File: src/rtl/filter_read_addr_seq.sv
// Read-address sequencer for the conv PE filter scratchpad.
// Walks num_filters consecutive filters of filter_size words from base_addr,
// one address per valid/ready handshake, with end-of-filter / end-of-run flags.
// Optional feature macro: FILTER_REPEAT_EN (re-reads each filter repeat_cnt extra times).
module filter_read_addr_seq #(
    parameter int unsigned ADDR_W  = 8,
    parameter int unsigned FSIZE_W = 8,
    parameter int unsigned NFILT_W = 4
`ifdef FILTER_REPEAT_EN
    ,
    parameter int unsigned REP_W   = 4
`endif
) (
    input  logic               clk_i,
    input  logic               rst_i,
    input  logic               start_i,
    input  logic               abort_i,
    input  logic [ADDR_W-1:0]  base_addr_i,
    input  logic [FSIZE_W-1:0] filter_size_i,
    input  logic [NFILT_W-1:0] num_filters_i,
`ifdef FILTER_REPEAT_EN
    input  logic [REP_W-1:0]   repeat_cnt_i,
`endif
    input  logic               addr_ready_i,
    output logic [ADDR_W-1:0]  addr_o,
    output logic               addr_valid_o,
    output logic               last_in_filter_o,
    output logic               last_filter_o,
    output logic [NFILT_W-1:0] filter_idx_o,
    output logic               busy_o,
    output logic               done_o
);

    typedef enum logic [1:0] {
        S_IDLE = 2'd0,
        S_RUN  = 2'd1,
        S_DONE = 2'd2
    } state_t;

    state_t             state_q, state_d;
    logic [ADDR_W-1:0]  base_q, base_d;
    logic [FSIZE_W-1:0] fs_q, fs_d;
    logic [NFILT_W-1:0] nf_q, nf_d;
    logic [ADDR_W-1:0]  offset_q, offset_d;
    logic [FSIZE_W-1:0] point_q, point_d;
    logic [NFILT_W-1:0] fidx_q, fidx_d;
`ifdef FILTER_REPEAT_EN
    logic [REP_W-1:0]   rep_q, rep_d;
    logic [REP_W-1:0]   rep_max_q, rep_max_d;
`endif

    logic run_s;
    logic pt_last_s;
    logic fl_last_s;
    logic rep_more_s;

    assign run_s     = (state_q == S_RUN);
    assign pt_last_s = (point_q == (fs_q - FSIZE_W'(1)));
    assign fl_last_s = (fidx_q == (nf_q - NFILT_W'(1)));
`ifdef FILTER_REPEAT_EN
    assign rep_more_s = (rep_q < rep_max_q);
`else
    assign rep_more_s = 1'b0;
`endif

    // Outputs decode registered state only; addr_ready never reaches addr.
    assign addr_o           = run_s ? (base_q + offset_q + ADDR_W'(point_q)) : {ADDR_W{1'b0}};
    assign addr_valid_o     = run_s;
    assign last_in_filter_o = run_s & pt_last_s;
    assign last_filter_o    = run_s & fl_last_s;
    assign filter_idx_o     = fidx_q;
    assign busy_o           = (state_q != S_IDLE);
    assign done_o           = (state_q == S_DONE);

    // State and counter registers with asynchronous reset.
    always_ff @(posedge clk_i or posedge rst_i) begin
        if (rst_i) begin
            state_q   <= S_IDLE;
            base_q    <= {ADDR_W{1'b0}};
            fs_q      <= {FSIZE_W{1'b0}};
            nf_q      <= {NFILT_W{1'b0}};
            offset_q  <= {ADDR_W{1'b0}};
            point_q   <= {FSIZE_W{1'b0}};
            fidx_q    <= {NFILT_W{1'b0}};
`ifdef FILTER_REPEAT_EN
            rep_q     <= {REP_W{1'b0}};
            rep_max_q <= {REP_W{1'b0}};
`endif
        end else begin
            state_q   <= state_d;
            base_q    <= base_d;
            fs_q      <= fs_d;
            nf_q      <= nf_d;
            offset_q  <= offset_d;
            point_q   <= point_d;
            fidx_q    <= fidx_d;
`ifdef FILTER_REPEAT_EN
            rep_q     <= rep_d;
            rep_max_q <= rep_max_d;
`endif
        end
    end

    // Next-state logic: abort wins, then start (IDLE only), then handshakes (RUN only).
    always_comb begin
        state_d   = state_q;
        base_d    = base_q;
        fs_d      = fs_q;
        nf_d      = nf_q;
        offset_d  = offset_q;
        point_d   = point_q;
        fidx_d    = fidx_q;
`ifdef FILTER_REPEAT_EN
        rep_d     = rep_q;
        rep_max_d = rep_max_q;
`endif
        if (abort_i) begin
            state_d  = S_IDLE;
            offset_d = {ADDR_W{1'b0}};
            point_d  = {FSIZE_W{1'b0}};
            fidx_d   = {NFILT_W{1'b0}};
`ifdef FILTER_REPEAT_EN
            rep_d    = {REP_W{1'b0}};
`endif
        end else begin
            case (state_q)
                S_IDLE: begin
                    if (start_i) begin
                        base_d   = base_addr_i;
                        fs_d     = filter_size_i;
                        nf_d     = num_filters_i;
                        offset_d = {ADDR_W{1'b0}};
                        point_d  = {FSIZE_W{1'b0}};
                        fidx_d   = {NFILT_W{1'b0}};
`ifdef FILTER_REPEAT_EN
                        rep_d     = {REP_W{1'b0}};
                        rep_max_d = repeat_cnt_i;
`endif
                        // An empty run issues no addresses but still reports completion.
                        if ((filter_size_i == {FSIZE_W{1'b0}}) || (num_filters_i == {NFILT_W{1'b0}})) begin
                            state_d = S_DONE;
                        end else begin
                            state_d = S_RUN;
                        end
                    end else begin
                        state_d = S_IDLE;
                    end
                end
                S_RUN: begin
                    if (addr_ready_i) begin
                        if (!pt_last_s) begin
                            point_d = point_q + FSIZE_W'(1);
                        end else if (rep_more_s) begin
                            // Another pass over the same filter.
                            point_d = {FSIZE_W{1'b0}};
`ifdef FILTER_REPEAT_EN
                            rep_d   = rep_q + REP_W'(1);
`endif
                        end else begin
                            point_d = {FSIZE_W{1'b0}};
`ifdef FILTER_REPEAT_EN
                            rep_d   = {REP_W{1'b0}};
`endif
                            if (fl_last_s) begin
                                state_d  = S_DONE;
                                offset_d = {ADDR_W{1'b0}};
                                fidx_d   = {NFILT_W{1'b0}};
                            end else begin
                                offset_d = offset_q + ADDR_W'(fs_q);
                                fidx_d   = fidx_q + NFILT_W'(1);
                            end
                        end
                    end else begin
                        state_d = S_RUN;
                    end
                end
                S_DONE: begin
                    state_d = S_IDLE;
                end
                default: begin
                    state_d = S_IDLE;
                end
            endcase
        end
    end

endmodule

File: config.mk
export PLATFORM = sky130hd
export DESIGN_NAME = filter_read_addr_seq
export DESIGN_NICKNAME = d
export VERILOG_FILES = /design/src/rtl/filter_read_addr_seq.sv
export SDC_FILE = /design/constraint.sdc
export NUM_CORES = 1
export LEC_CHECK = 0
export BUFFER_PORTS_ARGS = -buffer_cell sky130_fd_sc_hd__buf_4
export CAP_MARGIN = 5
export CELL_PAD_IN_SITES_DETAIL_PLACEMENT = 0
export CELL_PAD_IN_SITES_GLOBAL_PLACEMENT = 1
export CORE_MARGIN = 2
export CORE_UTILIZATION = 41
export CTS_CLUSTER_DIAMETER = 200
export DETAILED_ROUTE_END_ITERATION = 16
export PLACE_DENSITY_LB_ADDON = 0.1
export SETUP_SLACK_MARGIN = 0.05
export SYNTH_ARGS = -nofsm -noshare
export SYNTH_HDL_FRONTEND = slang
export SYNTH_SLANG_ARGS = --single-unit
File: constraint.sdc
create_clock -name clk_i -period 2.8 [get_ports clk_i]
set_input_delay 0.84 -clock clk_i [delete_from_list [all_inputs] [get_ports clk_i]]
set_output_delay 0.84 -clock clk_i [all_outputs]
set_load 0.005 [all_outputs]
==> reports/metrics.cfg <==
[layout]
fill_cells = 632
layoutNonFillerInstCount = 434
drive_gt1_share_pct = 34.62
areaGrowthSynthToFinish_pct = 25.35
nNetsFinal = 389
n_antenna_cell = 0

[yosys]
yosysTopAreaCell = dfrtp_1
yosys_most_used_dff = dfrtp_1
syn-num-nets = 317
yosys-top-cells-area = dfrtp_1, ha_1, fa_1, mux2_2, xor2_1
synth-compound-area-share_pct = 14.29
synth_top_family_by_area = simple AND/OR/NAND/NOR gates
synth-xor-area-share_pct = 10.10
synth.most_common_cell = dfrtp_1
synth-simple-area-share_pct = 15.03
syn_inst = 266
synthArstFlopShare_pct = 100.0
yosys_warnings = 0
synth_top_area_share_pct = 36.59
synth-seq-area-share_pct = 36.59
syn_avg_cell_area_um2 = 10.80
ys_ff_latch = 42
synthMuxAreaShare_pct = 6.620
synth-edff-count = 0
syn-cell-area_mm2 = 0.002873
synthAdderAreaFrac_pct = 13.68
yosys.cell_types.count = 49
synthTopCellsByCount = dfrtp_1, ha_1, mux2_2, xor2_1, inv_1

[global_routing]
track_usage_pct = 18.17
grt_pass1_wl_um = 10830
overflow = 0
grt_antenna_before_repair = 0
grt_pass1_vias = 2116
grt_max_degree = 43

[clock_tree]
cts-root-buf = clkbuf_8
ctsHoldBuffers = 0
cts_made_buffers = 5
cts_max_level = 2
tritoncts = yes
clock_sinks = 42
clock_latency_ns = 0.29
clock_path_buffers = 2
path_clk_slew_ns = 0.08

[outcome]
status = complete, but fails checks
violations = negative setup slack

[pwr]
power.leakage_uw = 0.001762
p_total_uw = 1739
p_sw_share_pct = 33.13
ir_drop_uv = 246.3
clkPwrFrac_pct = 21.4
p_switching_uw = 576.3
seq_power_share_pct = 44.5
power_frac_comb_pct = 34.1
powerDensity_mw_per_mm2 = 483.0
p_int_uw = 1163

[job]
maxCapViolations = 0

[min_path]
hold_path.class = flip-flop to flip-flop
hold_path_end = base_q[7]
hp-start = base_q[7]
hold_depth = 1

[worst_setup_path]
criticalPathCategory = flip-flop to output pin
worstRegToRegCells = 10
startpoint_type = flip-flop
crit_arrival_ns = 2.65
r2r_slack_ns = 0.34
cp_max_fo = 2
timing.rr.end = offset_q[7]
cp.required_ns = 1.96
reg2reg_from = nf_q[0]
worstSetupEndpointType = output pin

[sta]
skew_ns = 0.004263
post-route-period-util_pct = 124.8
hold_viol = 0
fin_crit_ns = 3.495
tightest_slew_ns = 0.5602
drv_slew = 0
finalSetupViolCount = 6
fmax_mhz = 286.1
maxSlewHeadroom_pct = 62.65
worst_slack_ns = -0.6948
rsz0062_at_grt = true

[route]
top_layer_used = met4
drt-total-wl_um = 6257
wl_per_cell_um = 14.42
wl_met1_um = 3140
drtIter0Drc = 85
firstDrtPassIters = 4
dr_wl_met2_um = 2884
vias = 2172
dr_wl_met3_um = 174
routed_via_density = 5.005
route.detailed.drc = 0
drtAntennaViolNets = 0

[die]
initial_core_util_pct = 42.28
fp-row-count = 30
ios = 42
core_mm2 = 0.006794
die_area_mm2 = 0.007692
die_x_um = 87.71
die_h_um = 87.71

[place]
place.gp.congestion = 0.7357
port_buffers = 41
place_hpwl_um = 4572
dpl.cell_count = 420

## layer usage
layer | global-route usage (%) | vias to the layer above
li1 | - | 1085
met1 | 26.89 | 1053
met2 | 27.62 | 27
met3 | 3.770 | 7
met4 | 3.776 | 0
met5 | 0 | -
## layout by cell type, fill, tap and decap left out, types with 5 or more instances in the layout
cell type,synthesis,layout
inv_1,15,14
mux2_2,16,16
xnor2_1,14,13
nand3_1,6,6
buf_4,0,71
nand2_1,13,13
a22o_1,9,9
fa_1,9,8
nor2_1,13,13
a21oi_1,14,12
nor3_1,6,6
dfrtp_1,42,40
a21o_1,9,9
clkbuf_8,0,5
ha_1,17,16
nand2b_1,6,6
o21ai_0,9,8
xor2_1,16,16
## registers in the layout (all words and copies together) (netlist names)
register      flops
base_q            8
fs_q              8
offset_q          8
point_q           8
filter_idx_o      4
nf_q              4
state_q           2
## timing repair
item / in CTS / in global routing
setup endpoints to repair: 7 / 7
gates resized for setup: 7 / 1
pin swaps: 6 / 11
endpoints found under the hold margin: 0 / 0
cloned: 0 / 0
buffers inserted: 11 / 2
## per-stage QoR
| stage | setup TNS [ns] | setup WS (ns) | utilization (%) | hold WS (ns) | instance area, um2 |
|---|---|---|---|---|---|
| final | -2.791 | -0.6948 | 53.00 | 0.5313 | 3601 |
| after global routing | -3.597 | -0.8245 | 53.00 | 0.5637 | 3601 |
| after CTS | -3.299 | -0.7121 | 53.28 | 0.5401 | 3620 |
| after detailed placement | -1.162 | -0.4322 | 50.66 | 0.5229 | 3442 |
| after global placement | -1.025 | -0.4120 | 50.66 | 0.5153 | 3442 |
| after floorplan | -0.2741 | -0.2010 | - | 0.5011 | 2878 |
## power by group through the flow
stage               Sequential (uW)  Clock, uW  Combinational (uW)
floorplan                       771          0                 393
global placement                786          0                 553
detailed placement              790          0                 561
CTS                             776        388                 601
global route                    790        415                 667
finish                          774        372                 593
## cells by family (layout without fill, tap and decap cells)
| kind of cell | count (synthesis) | count (layout) |
|---|---|---|
| compound gates | 56 | 56 |
| flops | 42 | 42 |
| simple gates | 72 | 72 |
| mux | 17 | 17 |
| buf+inv | 22 | 94 |
| xor+xnor | 31 | 31 |
| fa+ha+maj | 26 | 26 |
## cell type report
cell class              count  area, um2  share of cell area (%)
clock buffers               7      76.32                   2.120
inverters                  15      56.30                   1.564
multi-input cells         202       1750                   48.61
flip-flops and latches     42       1054                   29.26
well taps                  96      120.1                   3.336
repair buffers             72      544.3                   15.11
## how the worst max path moves through the flow
stage / startpoint / endpoint / slack (ns) / cells after the start
2_1_floorplan: offset_q[1] / addr_o[7] / -0.20 / 11
3_3_place_gp: base_q[1] / addr_o[7] / -0.41 / 12
3_5_place_dp: base_q[1] / addr_o[7] / -0.43 / 12
4_1_cts: base_q[1] / addr_o[7] / -0.71 / 12
5_1_grt: base_q[1] / addr_o[7] / -0.82 / 12
6_report: base_q[1] / addr_o[7] / -0.69 / 12
## critical path, stage by stage (launching register included)
cell and delay, ns:
dfrtp_1 0.41, fa_1 0.55, ha_2 0.19, inv_2 0.04, fa_2 0.34, nor2b_2 0.13, o21ai_1 0.07, nand2b_1 0.11
a21o_1 0.14, a21oi_2 0.06, xnor2_1 0.13, nor2_1 0.05, buf_4 0.15
(Power assumes the default switching activity.)
